`src/rtl/if_stage_if.sv`:
```
// Instruction-memory fetch handshake between the IF stage (master) and imem (slave).
// A transfer is accepted on a cycle with imem_req && imem_gnt; the response
// comes back later as a single imem_rvalid pulse carrying imem_rdata.
interface if_stage_if;
  logic        imem_req;
  logic [31:0] imem_addr;
  logic        imem_gnt;
  logic        imem_rvalid;
  logic [31:0] imem_rdata;

  modport master (
    output imem_req,
    output imem_addr,
    input  imem_gnt,
    input  imem_rvalid,
    input  imem_rdata
  );

  modport slave (
    input  imem_req,
    input  imem_addr,
    output imem_gnt,
    output imem_rvalid,
    output imem_rdata
  );
endinterface

```
`src/rtl/if_stage.sv`:
```
// Instruction-fetch stage: owns the PC, issues one word fetch at a time over the
// imem handshake, and presents instrF/pcF/pcplus4F/validF to the IF/ID register.
// A one-entry skid buffer catches a response that arrives while the output is
// stalled. Optional macro IF_PERF_CNT_EN adds a consumed-instruction counter.
module if_stage #(
  parameter logic [31:0] RESET_PC  = 32'h0000_0000,
  parameter logic [31:0] NOP_INSTR = 32'h0000_0013
) (
  input  logic        clk,
  input  logic        reset,
  input  logic        stallF,
  input  logic        redirectE,
  input  logic [31:0] pctargetE,
  if_stage_if.master  imem,
  output logic [31:0] instrF,
  output logic [31:0] pcF,
  output logic [31:0] pcplus4F,
  output logic        validF
`ifdef IF_PERF_CNT_EN
  ,
  output logic [31:0] fetch_cnt
`endif
);

  typedef enum logic [1:0] {StIdle, StWait, StHold} state_e;

  state_e      state_q, state_d;
  logic [31:0] pc_q, pc_d;
  logic [31:0] fa_q, fa_d;           // address of the outstanding fetch
  logic        kill_q, kill_d;       // drop the outstanding response
  logic        skid_vld_q, skid_vld_d;
  logic [31:0] skid_instr_q, skid_instr_d;
  logic [31:0] skid_pc_q, skid_pc_d;
  logic        valid_q, valid_d;
  logic [31:0] instr_q, instr_d;
  logic [31:0] pcf_q, pcf_d;
  logic [31:0] pcp4_q, pcp4_d;

  logic        can_accept;
  logic        consume;
  logic        fetch_req;
  logic        load;
  logic [31:0] load_instr;
  logic [31:0] load_pc;

  // Low address bits of the redirect target are forced to zero.
  logic unused_target_bits;
  assign unused_target_bits = ^pctargetE[1:0];

  assign can_accept = !valid_q || !stallF;
  assign consume    = valid_q && !stallF;
  assign fetch_req  = (state_q == StIdle) && !redirectE && can_accept && !reset;

  assign imem.imem_req  = fetch_req;
  assign imem.imem_addr = pc_q;

  assign instrF   = instr_q;
  assign pcF      = pcf_q;
  assign pcplus4F = pcp4_q;
  assign validF   = valid_q;

  // Next-state: fetch FSM, skid buffer and output registers, redirect last.
  always_comb begin
    state_d      = state_q;
    pc_d         = pc_q;
    fa_d         = fa_q;
    kill_d       = kill_q;
    skid_vld_d   = skid_vld_q;
    skid_instr_d = skid_instr_q;
    skid_pc_d    = skid_pc_q;
    valid_d      = valid_q;
    instr_d      = instr_q;
    pcf_d        = pcf_q;
    pcp4_d       = pcp4_q;
    load         = 1'b0;
    load_instr   = imem.imem_rdata;
    load_pc      = fa_q;

    unique case (state_q)
      StIdle: begin
        if (fetch_req && imem.imem_gnt) begin
          fa_d    = pc_q;
          pc_d    = pc_q + 32'd4;
          state_d = StWait;
        end
      end
      StWait: begin
        if (imem.imem_rvalid) begin
          if (kill_q) begin
            kill_d  = 1'b0;
            state_d = StIdle;
          end else if (can_accept) begin
            load    = 1'b1;
            state_d = StIdle;
          end else begin
            skid_vld_d   = 1'b1;
            skid_instr_d = imem.imem_rdata;
            skid_pc_d    = fa_q;
            state_d      = StHold;
          end
        end
      end
      StHold: begin
        if (!stallF) begin
          load       = 1'b1;
          load_instr = skid_instr_q;
          load_pc    = skid_pc_q;
          skid_vld_d = 1'b0;
          state_d    = StIdle;
        end
      end
      default: state_d = StIdle;
    endcase

    // A newly loaded instruction wins over draining the consumed one.
    if (load) begin
      valid_d = 1'b1;
      instr_d = load_instr;
      pcf_d   = load_pc;
      pcp4_d  = load_pc + 32'd4;
    end else if (consume) begin
      valid_d = 1'b0;
      instr_d = NOP_INSTR;
    end

    // Redirect overrides stall and every state transition above.
    if (redirectE) begin
      pc_d       = {pctargetE[31:2], 2'b00};
      valid_d    = 1'b0;
      instr_d    = NOP_INSTR;
      pcf_d      = pcf_q;
      pcp4_d     = pcp4_q;
      skid_vld_d = 1'b0;
      if (state_q == StWait && !imem.imem_rvalid) begin
        kill_d  = 1'b1;
        state_d = StWait;
      end else begin
        kill_d  = 1'b0;
        state_d = StIdle;
      end
    end
  end

  // State registers with asynchronous active-high reset.
  always_ff @(posedge clk or posedge reset) begin
    if (reset) begin
      state_q      <= StIdle;
      pc_q         <= RESET_PC;
      fa_q         <= '0;
      kill_q       <= 1'b0;
      skid_vld_q   <= 1'b0;
      skid_instr_q <= '0;
      skid_pc_q    <= '0;
      valid_q      <= 1'b0;
      instr_q      <= NOP_INSTR;
      pcf_q        <= '0;
      pcp4_q       <= '0;
    end else begin
      state_q      <= state_d;
      pc_q         <= pc_d;
      fa_q         <= fa_d;
      kill_q       <= kill_d;
      skid_vld_q   <= skid_vld_d;
      skid_instr_q <= skid_instr_d;
      skid_pc_q    <= skid_pc_d;
      valid_q      <= valid_d;
      instr_q      <= instr_d;
      pcf_q        <= pcf_d;
      pcp4_q       <= pcp4_d;
    end
  end

`ifdef IF_PERF_CNT_EN
  logic [31:0] fetch_cnt_q;
  assign fetch_cnt = fetch_cnt_q;

  // Count instructions handed to decode; wraps naturally at 2^32.
  always_ff @(posedge clk or posedge reset) begin
    if (reset) begin
      fetch_cnt_q <= '0;
    end else if (consume && !redirectE) begin
      fetch_cnt_q <= fetch_cnt_q + 32'd1;
    end
  end
`endif

endmodule
```
`src/flat_wrapper.sv`:
```
// flat-port wrapper written by rule: the top's interface ports become plain ports
module if_stage_flat 
#(
  parameter logic [31:0] RESET_PC  = 32'h0000_0000,
  parameter logic [31:0] NOP_INSTR = 32'h0000_0013
)
  (clk, reset, stallF, redirectE, pctargetE, instrF, pcF, pcplus4F, validF, imem_imem_req, imem_imem_addr, imem_imem_gnt, imem_imem_rvalid, imem_imem_rdata);
  if_stage_if imem_i ();
  input  logic clk;
  input  logic reset;
  input  logic stallF;
  input  logic redirectE;
  input  logic [31:0] pctargetE;
  output logic [31:0] instrF;
  output logic [31:0] pcF;
  output logic [31:0] pcplus4F;
  output logic validF;
  output wire logic [$bits(imem_i.imem_req)-1:0] imem_imem_req;
  output wire logic [$bits(imem_i.imem_addr)-1:0] imem_imem_addr;
  input wire logic [$bits(imem_i.imem_gnt)-1:0] imem_imem_gnt;
  input wire logic [$bits(imem_i.imem_rvalid)-1:0] imem_imem_rvalid;
  input wire logic [$bits(imem_i.imem_rdata)-1:0] imem_imem_rdata;
  assign imem_imem_req = imem_i.imem_req;
  assign imem_imem_addr = imem_i.imem_addr;
  assign imem_i.imem_gnt = imem_imem_gnt;
  assign imem_i.imem_rvalid = imem_imem_rvalid;
  assign imem_i.imem_rdata = imem_imem_rdata;
  if_stage #(.RESET_PC(RESET_PC), .NOP_INSTR(NOP_INSTR)) u_core (.clk(clk), .reset(reset), .stallF(stallF), .redirectE(redirectE), .pctargetE(pctargetE), .imem(imem_i), .instrF(instrF), .pcF(pcF), .pcplus4F(pcplus4F), .validF(validF));
endmodule
```
`config.mk`:
```
export PLATFORM = sky130hd
export DESIGN_NAME = if_stage_flat
export DESIGN_NICKNAME = d
export VERILOG_FILES = /design/src/rtl/if_stage_if.sv /design/src/rtl/if_stage.sv /design/src/flat_wrapper.sv
export SDC_FILE = /design/constraint.sdc
export NUM_CORES = 1
export LEC_CHECK = 0
export BUFFER_PORTS_ARGS = -buffer_cell sky130_fd_sc_hd__buf_4
export CAP_MARGIN = 10
export CORE_MARGIN = 3
export CORE_UTILIZATION = 33
export DETAILED_ROUTE_END_ITERATION = 8
export PLACE_DENSITY = 0.6
export SLEW_MARGIN = 20
export SYNTH_ARGS = -nofsm -noshare
export SYNTH_HDL_FRONTEND = slang
export SYNTH_SLANG_ARGS = --single-unit
export TNS_END_PERCENT = 20
```
`constraint.sdc`:
```
create_clock -name clk -period 18.2 [get_ports clk]
set_clock_uncertainty 0.15 [all_clocks]
set_input_delay 0.91 -clock clk [delete_from_list [all_inputs] [get_ports clk]]
set_output_delay 0.91 -clock clk [all_outputs]
set_load 0.005 [all_outputs]
```
# Yosys cells after proc, flatten, opt, wreduce, memory -nomap -nowiden
# Index checks and enable logic that the tools add are counted.
# classes
n_reduce_logical	24
n_mux	30
bitwise	3
eq_ne	5
n_addsub	2
# ops
cell	count
$mux 32	10
$add 32x3->32 const B	2
$mux 1	12
$mux 2	6
$ne 3x3->1 const B	3
$reduce_and 2->1	4
$reduce_bool 2->1	4
$logic_and 1x1->1	6
$pmux 2 s3	1
$logic_not 1->1	5
$reduce_and 4->1	1
$not 1->1	3
$reduce_and 3->1	1
$reduce_bool 3->1	1
$eq 2x1->1 const B	1
$eq 2x2->1 const B	1
$logic_not 2->1	1
$pmux 1 s2	1
$logic_or 1x1->1	1
# word_totals
elab_cells	74
out_inout_bits	130
ff_bits	228
in_bits	70

# Depth between registers and ports, before layout
# Gate-level depths: netlist of the first run.
# depth
ltp_word	8
ltp_mapped	16
depth_no_buf	12

# Least setup slack after synthesis of the first run
# No wires, ideal clock.
# synth_path
path_kind	input port to flip-flop
startpoint	input port stallF
endpoint	register u_core.pcp4_q[24] (netlist: u_core.pcplus4F[24])
required_time_ns	17.918
setup_time_ns	0.132
cell_stages	13
arrival_time_ns	3.319
path_buffers	3
slack_ns	14.599
cell_sequence	nor2b_1 > buf_2 > buf_2 > buf_2 > nand2_1 > nand2_1 > ha_1 > nand2_1 > mux2i_1 > nand4_4 > nor4_1 > xor2_1 > o21ai_1
# synth_between
elab_cells_between_ends	11
cone_classes	1 x add/sub; 7 x mux; 3 x reduce/logical
# synth_rtl
element	line	text
start: declaration	flat_wrapper.sv:11	input logic stallF;
$mux 32	if_stage.sv:104	if (!stallF) begin
$mux 32	if_stage.sv:79	unique case (state_q)
via u_core.load_pc[2]	if_stage.sv:44	logic [31:0] load_pc;
$add 32x3->32	if_stage.sv:120	pcp4_d = load_pc + 32'd4;
end signal: assignment	if_stage.sv:169	pcp4_q <= pcp4_d;
end: declaration	if_stage.sv:37	logic [31:0] pcp4_q, pcp4_d;
# The timed path passes the listed nets, and every way through them passes these cells.
# A chain may end at the register's enable or synchronous reset.

# Worst setup path after layout of the first run
# layout_path
startpoint	register u_core.state_q[0]
endpoint	register u_core.pcp4_q[24] (netlist: u_core.pcplus4F[24])
# layout_between
elab_chain_len	3
elab_cells_between_ends	6
cone_classes	1 x add/sub; 2 x eq/ne; 2 x mux; 1 x reduce/logical
# layout_lines
element	line	text
start: declaration	if_stage.sv:27	state_e state_q, state_d;
start signal: assignment	if_stage.sv:147	state_q <= StIdle;
start signal: assignment	if_stage.sv:159	state_q <= state_d;
$eq 2x2->1	if_stage.sv:79	
$mux 32	if_stage.sv:79	
via u_core.load_pc[3]	if_stage.sv:44	
$add 32x3->32	if_stage.sv:120	
# The timed path passes the listed nets, and every way through them passes these cells.

==> results.json, run 1 <==
{
  "finalSetupTns_ps": 0,
  "cts_buffers": 26,
  "synth_enable_flop_cells": 0,
  "floorplan.core_area_um2": 30800,
  "via_count": 7987,
  "pwr_density_cell_nw_per_um2": 119,
  "worst_setup_path_start_kind": "register",
  "cts.hold.buffers_added": 0,
  "latest_clock_arrival_within_the_worst_skew_pair_ps": 520,
  "drive_gt1_frac": 0.280,
  "timing_hold_violations_final": 0,
  "final_antenna_net_count": 0,
  "via_count_of_the_first_global_routing_pass": 7863,
  "die_h_um": 184,
  "tightest_slew_ps": 995,
  "worst_ir_drop_vdd_uv": 60.9,
  "yosys_warnings": 0,
  "finalCriticalPeriod_ps": 3740,
  "setup.worst_path.start": "u_core.state_q[0]",
  "timing.critical_path.required_ps": 18430,
  "dp_hpwl_um": 19000,
  "global_route.usage.total": 0.163,
  "timing.critical_path.to": "u_core.pcplus4F[24]",
  "clk_root_buffer_cell": "clkbuf_16",
  "ys_types": 56,
  "status": "finished, final reports clean",
  "routed_wire_length_per_instance_um": 17.2,
  "crit_fanout": 40,
  "ctsResizeCount": 0,
  "cts_setup_buffers": 0,
  "synth_sequential_area_ratio": 0.524,
  "power.leakage_uw": 0.00650,
  "final-instance-count-excl-fill": 1619,
  "postSynthAreaPerCell_um2": 10.1,
  "global_route.overflow_total": 0,
  "place.detailed.instances": 1571,
  "die-area_um2": 33700,
  "floorplan.die.width_um": 184,
  "setup.reg_to_reg.worst_slack_ps": 14460,
  "report.final.slew_viol_count": 0,
  "reg2regPathDepth": 12,
  "tritoncts": "done",
  "finalWeightedCongestion": 0.779,
  "finish.utilization": 0.427,
  "final_count_of_negative_setup_slack_endpoints": 0,
  "floorplan.initialDensity": 0.338,
  "flow.area_growth_from_synthesis_pct": 26.3,
  "data_arrival_critical_path_ps": 3960,
  "r2r_end": "u_core.pcplus4F[24]",
  "rr_startpoint": "u_core.state_q[0]",
  "grt_start_max_net_pins": 144,
  "avgViaCountPerCell": 4.93,
  "min_period_over_period": 0.205,
  "numPortBuffers": 191,
  "ctsHtreeMaxLevel": 1,
  "antenna-diode-count": 0,
  "number_of_clock_sinks": 218,
  "dominantRegCellSynth": "dfrtp_1",
  "drt_first_pass_iters": 5,
  "mostFrequentLayoutCells": "nand2_1, dfrtp_1, buf_4",
  "hold_path_origin": "u_core.instrF[4]",
  "criticalPathCategory": "reg -> reg",
  "post-route-drc-count": 0,
  "grt_pass1_wl_um": 44400,
  "grt_antenna_before_repair": 0,
  "achievable_freq_mhz": 268,
  "finalWirelength_um": 27800,
  "netlist_area_um2": 10400,
  "worst_setup_hold_path_clk_slew_ps": 60,
  "timing.hold.worst.class": "reg -> reg",
  "drt-initial-drc-count": 458,
  "ys_ff_latch": 218,
  "final_nets": 1279,
  "placementRows": 64,
  "synthCells": 1028,
  "layout.cells.most_common": "nand2_1",
  "design.portCount": 200,
  "rsz0062_at_grt": "no",
  "clock_tree.buffer_depth": 3,
  "max-cap-violations": 0,
  "endpoint_kind": "register",
  "max_slew_margin": 0.337,
  "async_reset_ff_frac": 1.00
}
how the worst min path moves through the flow:
stage                  endpoint  slack (ps)  depth (start not counted)
6_report       u_core.instrF[4]         320                          2
5_1_grt        u_core.instrF[4]         340                          2
4_1_cts        u_core.instrF[4]         320                          2
3_5_place_dp   u_core.instrF[4]         310                          2
3_3_place_gp   u_core.instrF[0]         300                          2
2_1_floorplan  u_core.instrF[0]         300                          2
routing by layer:
| layer | vias to the layer above | global-route usage | share of wire |
|---|---|---|---|
| li1 | 3923 | - | - |
| met1 | 3818 | 0.253 | 0.50 |
| met2 | 210 | 0.233 | 0.42 |
| met3 | 36 | 0.0305 | 0.060 |
| met4 | 0 | 0.0378 | 0.017 |
| met5 | - | 0 | 0 |
registers in the layout, summed over array words and instances (netlist names), 2 cells and up:
register               cells
u_core.pcplus4F           30
u_core.instrF             32
u_core.fa_q               30
u_core.skid_pc_q          30
u_core.skid_instr_q       32
u_core.imem.imem_addr     30
u_core.state_q             2
u_core.pcF                30
per-stage QoR:
step                      setup slack [ps]  hold slack [ps]  power, µW  instance area [µm²]
after floorplan                      11180              298        828                10400
after global placement               14170              302       1020                12200
after detailed placement             14180              307       1030                12200
after CTS                            14410              319       1590                13100
after global routing                 14130              336       1660                13200
final                                14460              317       1570                13200
cell families (layout without fill, tap and decap cells):
kind of cell             Yosys count  count (layout)  synth area share
AND/OR/NAND/NOR                  413             413             0.176
flip-flops                       218             218             0.524
AO/OA/AOI/OAI                    154             154            0.0924
multiplexers                     135             135             0.143
buffers and inverters             70             260            0.0305
XOR/XNOR                          31              31            0.0261
adder cells (fa/ha/maj)            6               6           0.00721
other                              1               6          0.000360
synth_stat cells, types with 13 or more instances:
library cell  number  area [µm²]
mux2i_1           59         591
clkbuf_1          34         128
xor2_1            15         131
xnor2_1           16         140
nand3_1           26         130
nor2_1            35         131
mux2_2            71         800
dfrtp_1          215        5380
nand2_1          277        1040
and3_1            13        81.3
o21ai_0           83         415
worst max-delay path: stages, from the launching register on:
cell and delay (ps):
dfrtp_1 380, inv_1 130, ha_1 280, nor2b_4 170, buf_4 460, mux2_2 370, ha_1 240, nand2_1 70
mux2i_1 380, nand4_4 300, nor4_1 430, xor2_1 180, o21ai_1 70
layout make-up:
cell class	count	area (µm²)
tap	396	495
timing repair buffer	200	1500
clock inverter	11	159
clock buffer	37	773
multi-input combinational	745	4700
fill	2998	17700
inverter	12	57.6
sequential	218	5460
where the power goes:
| part | internal, µW | leakage [µW] | switching, µW |
|---|---|---|---|
| Clock | 351 | 0.000465 | 202 |
| Sequential | 583 | 0.00292 | 95.4 |
| Combinational | 169 | 0.00312 | 167 |
| Total | 1100 | 0.00650 | 464 |
Power figures use the tool's default switching activity.
==> run 2: changes to the inputs <==
PLACE_DENSITY = 0.62   (was 0.6)
clock period = 3 ns   (was 18.2 ns; I/O delays follow)
==> run 2 against run 1 <==
Effect of this change: clock power rose to 5.6 times the previous value; register-to-register slack got worse by 14000 ps; clock-buffer cell count down 1; total power grew to 6.0 times the previous value; fmax up 35%; setup slack worse by 14000 ps; critical endpoint is now u_core.imem.imem_addr[22].
==> results.json, run 2 (same netlist as run 1, synthesis figures left out) <==
{
  "setup.reg_to_reg.worst_slack_ps": 230,
  "achievable_freq_mhz": 361,
  "tightest_slew_ps": 864,
  "worst_ir_drop_vdd_uv": 408,
  "layout.cells.most_common": "nand2_1",
  "netSwitchingFraction": 0.300,
  "rsz0062_at_grt": "no",
  "data_arrival_critical_path_ps": 3030,
  "grt_start_max_net_pins": 70,
  "floorplan.die.width_um": 184,
  "tritoncts": "done",
  "final_nets": 1364,
  "finalSetupTns_ps": 0,
  "design.portCount": 200,
  "latest_clock_arrival_within_the_worst_skew_pair_ps": 530,
  "drive_gt1_frac": 0.276,
  "report.final.slew_viol_count": 0,
  "pwr_density_cell_nw_per_um2": 674,
  "hold_path_depth": 5,
  "finalWeightedCongestion": 0.813,
  "timing.hold.worst.class": "in -> reg",
  "via_count_of_the_first_global_routing_pass": 8302,
  "clk_root_buffer_cell": "clkbuf_16",
  "finalWirelength_um": 28400,
  "power.leakage_uw": 0.00686,
  "final_antenna_net_count": 0,
  "global_route.usage.total": 0.167,
  "floorplan.core_area_um2": 30800,
  "finalCriticalPeriod_ps": 2770,
  "worst_setup_hold_path_clk_slew_ps": 60,
  "timing_hold_violations_final": 0,
  "min_to": "u_core.fa_q[2]",
  "endpoint_kind": "register",
  "dp_hpwl_um": 19900,
  "routed_wire_length_per_instance_um": 16.7,
  "total_switching_power_uw": 2830,
  "clock_tree.buffer_depth": 3,
  "max_slew_margin": 0.422,
  "placed_cell_area_um2": 12500,
  "drt_first_pass_iters": 5,
  "internal_power_uw": 6600,
  "die-area_um2": 33700,
  "status": "finished, final reports clean",
  "worst_setup_path_start_kind": "register",
  "number_of_clock_sinks": 218,
  "grt_antenna_before_repair": 2,
  "cts_buffers": 25,
  "design_area_um2": 14000,
  "floorplan.initialDensity": 0.338,
  "pwr-share-seq": 0.436,
  "mostFrequentLayoutCells": "nand2_1, dfrtp_1, buf_4",
  "avgViaCountPerCell": 4.97,
  "reg2regPathDepth": 9,
  "max-cap-violations": 0,
  "design_power_total_uw": 9430,
  "timing.critical_path.required_ps": 3260,
  "global_route.overflow_total": 0,
  "via_count": 8462,
  "drt-initial-drc-count": 558,
  "crit_fanout": 5,
  "placementRows": 64,
  "post-route-drc-count": 0,
  "power_frac_clock": 0.332,
  "die_h_um": 184,
  "r2r_end": "u_core.imem.imem_addr[22]",
  "flow.area_growth_from_synthesis_pct": 34.4,
  "p_comb_frac": 0.232,
  "ctsHtreeMaxLevel": 1,
  "numPortBuffers": 191,
  "rr_startpoint": "u_core.state_q[1]",
  "hold_path_origin": "imem_imem_gnt",
  "criticalPathCategory": "reg -> reg",
  "min_period_over_period": 0.924,
  "final_count_of_negative_setup_slack_endpoints": 0,
  "grt_pass1_wl_um": 46000
}
[run 2: how the worst max path moves through the flow]
stage | startpoint | to | slack [ps] | depth (start not counted)
finish | u_core.state_q[1] | u_core.imem.imem_addr[22] | 230 | 9
floorplan | reset | u_core.fa_q[10] | -140 | 1
global route | u_core.state_q[0] | u_core.pcplus4F[23] | 40 | 10
global placement | u_core.state_q[0] | u_core.imem.imem_addr[22] | 270 | 9
CTS | u_core.state_q[1] | u_core.imem.imem_addr[24] | 220 | 9
detailed placement | u_core.state_q[0] | u_core.pcplus4F[30] | 200 | 11
[run 2: timing repair]
action / in CTS / in global routing
endpoints found under the hold margin: 130 / 0
setup buffers: 0 / 0
resized for setup: 0 / 0
hold buffers: 66 / 0
[run 2: power groups by stage]
| stage | Clock, µW | Combinational (µW) | Sequential (µW) |
|---|---|---|---|
| 2_1_floorplan | 0 | 1030 | 3990 |
| 3_3_place_gp | 0 | 2100 | 4140 |
| 3_5_place_dp | 0 | 2140 | 4160 |
| 4_1_cts | 3220 | 2210 | 4110 |
| 5_1_grt | 3340 | 2450 | 4200 |
| 6_report | 3130 | 2190 | 4110 |
[run 2: cell type report]
cell class              instances  area (µm²)
clock buffers                  36         727
repair buffers                286        2410
inverters                      12        48.8
diodes                          2        5.00
clock inverters                 9         126
multi-input cells             745        4720
well taps                     396         495
flip-flops and latches        218        5460
fillers                      2888       16800
[run 2: worst max-delay path, stage by stage, from the launching register on]
cell,delay [ps]
dfrtp_1,400
inv_1,110
ha_1,210
nand2b_1,130
or4b_2,740
nor3_1,290
buf_4,180
nand3_1,150
o211ai_1,200
o311ai_1,110
[run 2: stage by stage]
stage	worst slack, ps	instances	hold WS [ps]	util
CTS	222	1702	27.1	0.454
finish	227	1704	54.4	0.454
global placement	266	1591	217	0.405
detailed placement	205	1591	216	0.405
global route	41.2	1703	66.2	0.454
floorplan	-138	1033	120	-
[run 2: routing by layer]
metal / GRT usage / wire [µm] / vias up / share of wire
li1: - / - / 4097 / -
met1: 0.261 / 14300 / 4112 / 0.50
met2: 0.247 / 12200 / 224 / 0.43
met3: 0.0233 / 1460 / 29 / 0.051
met4: 0.0363 / 499 / 0 / 0.018
met5: 0 / 0 / - / 0
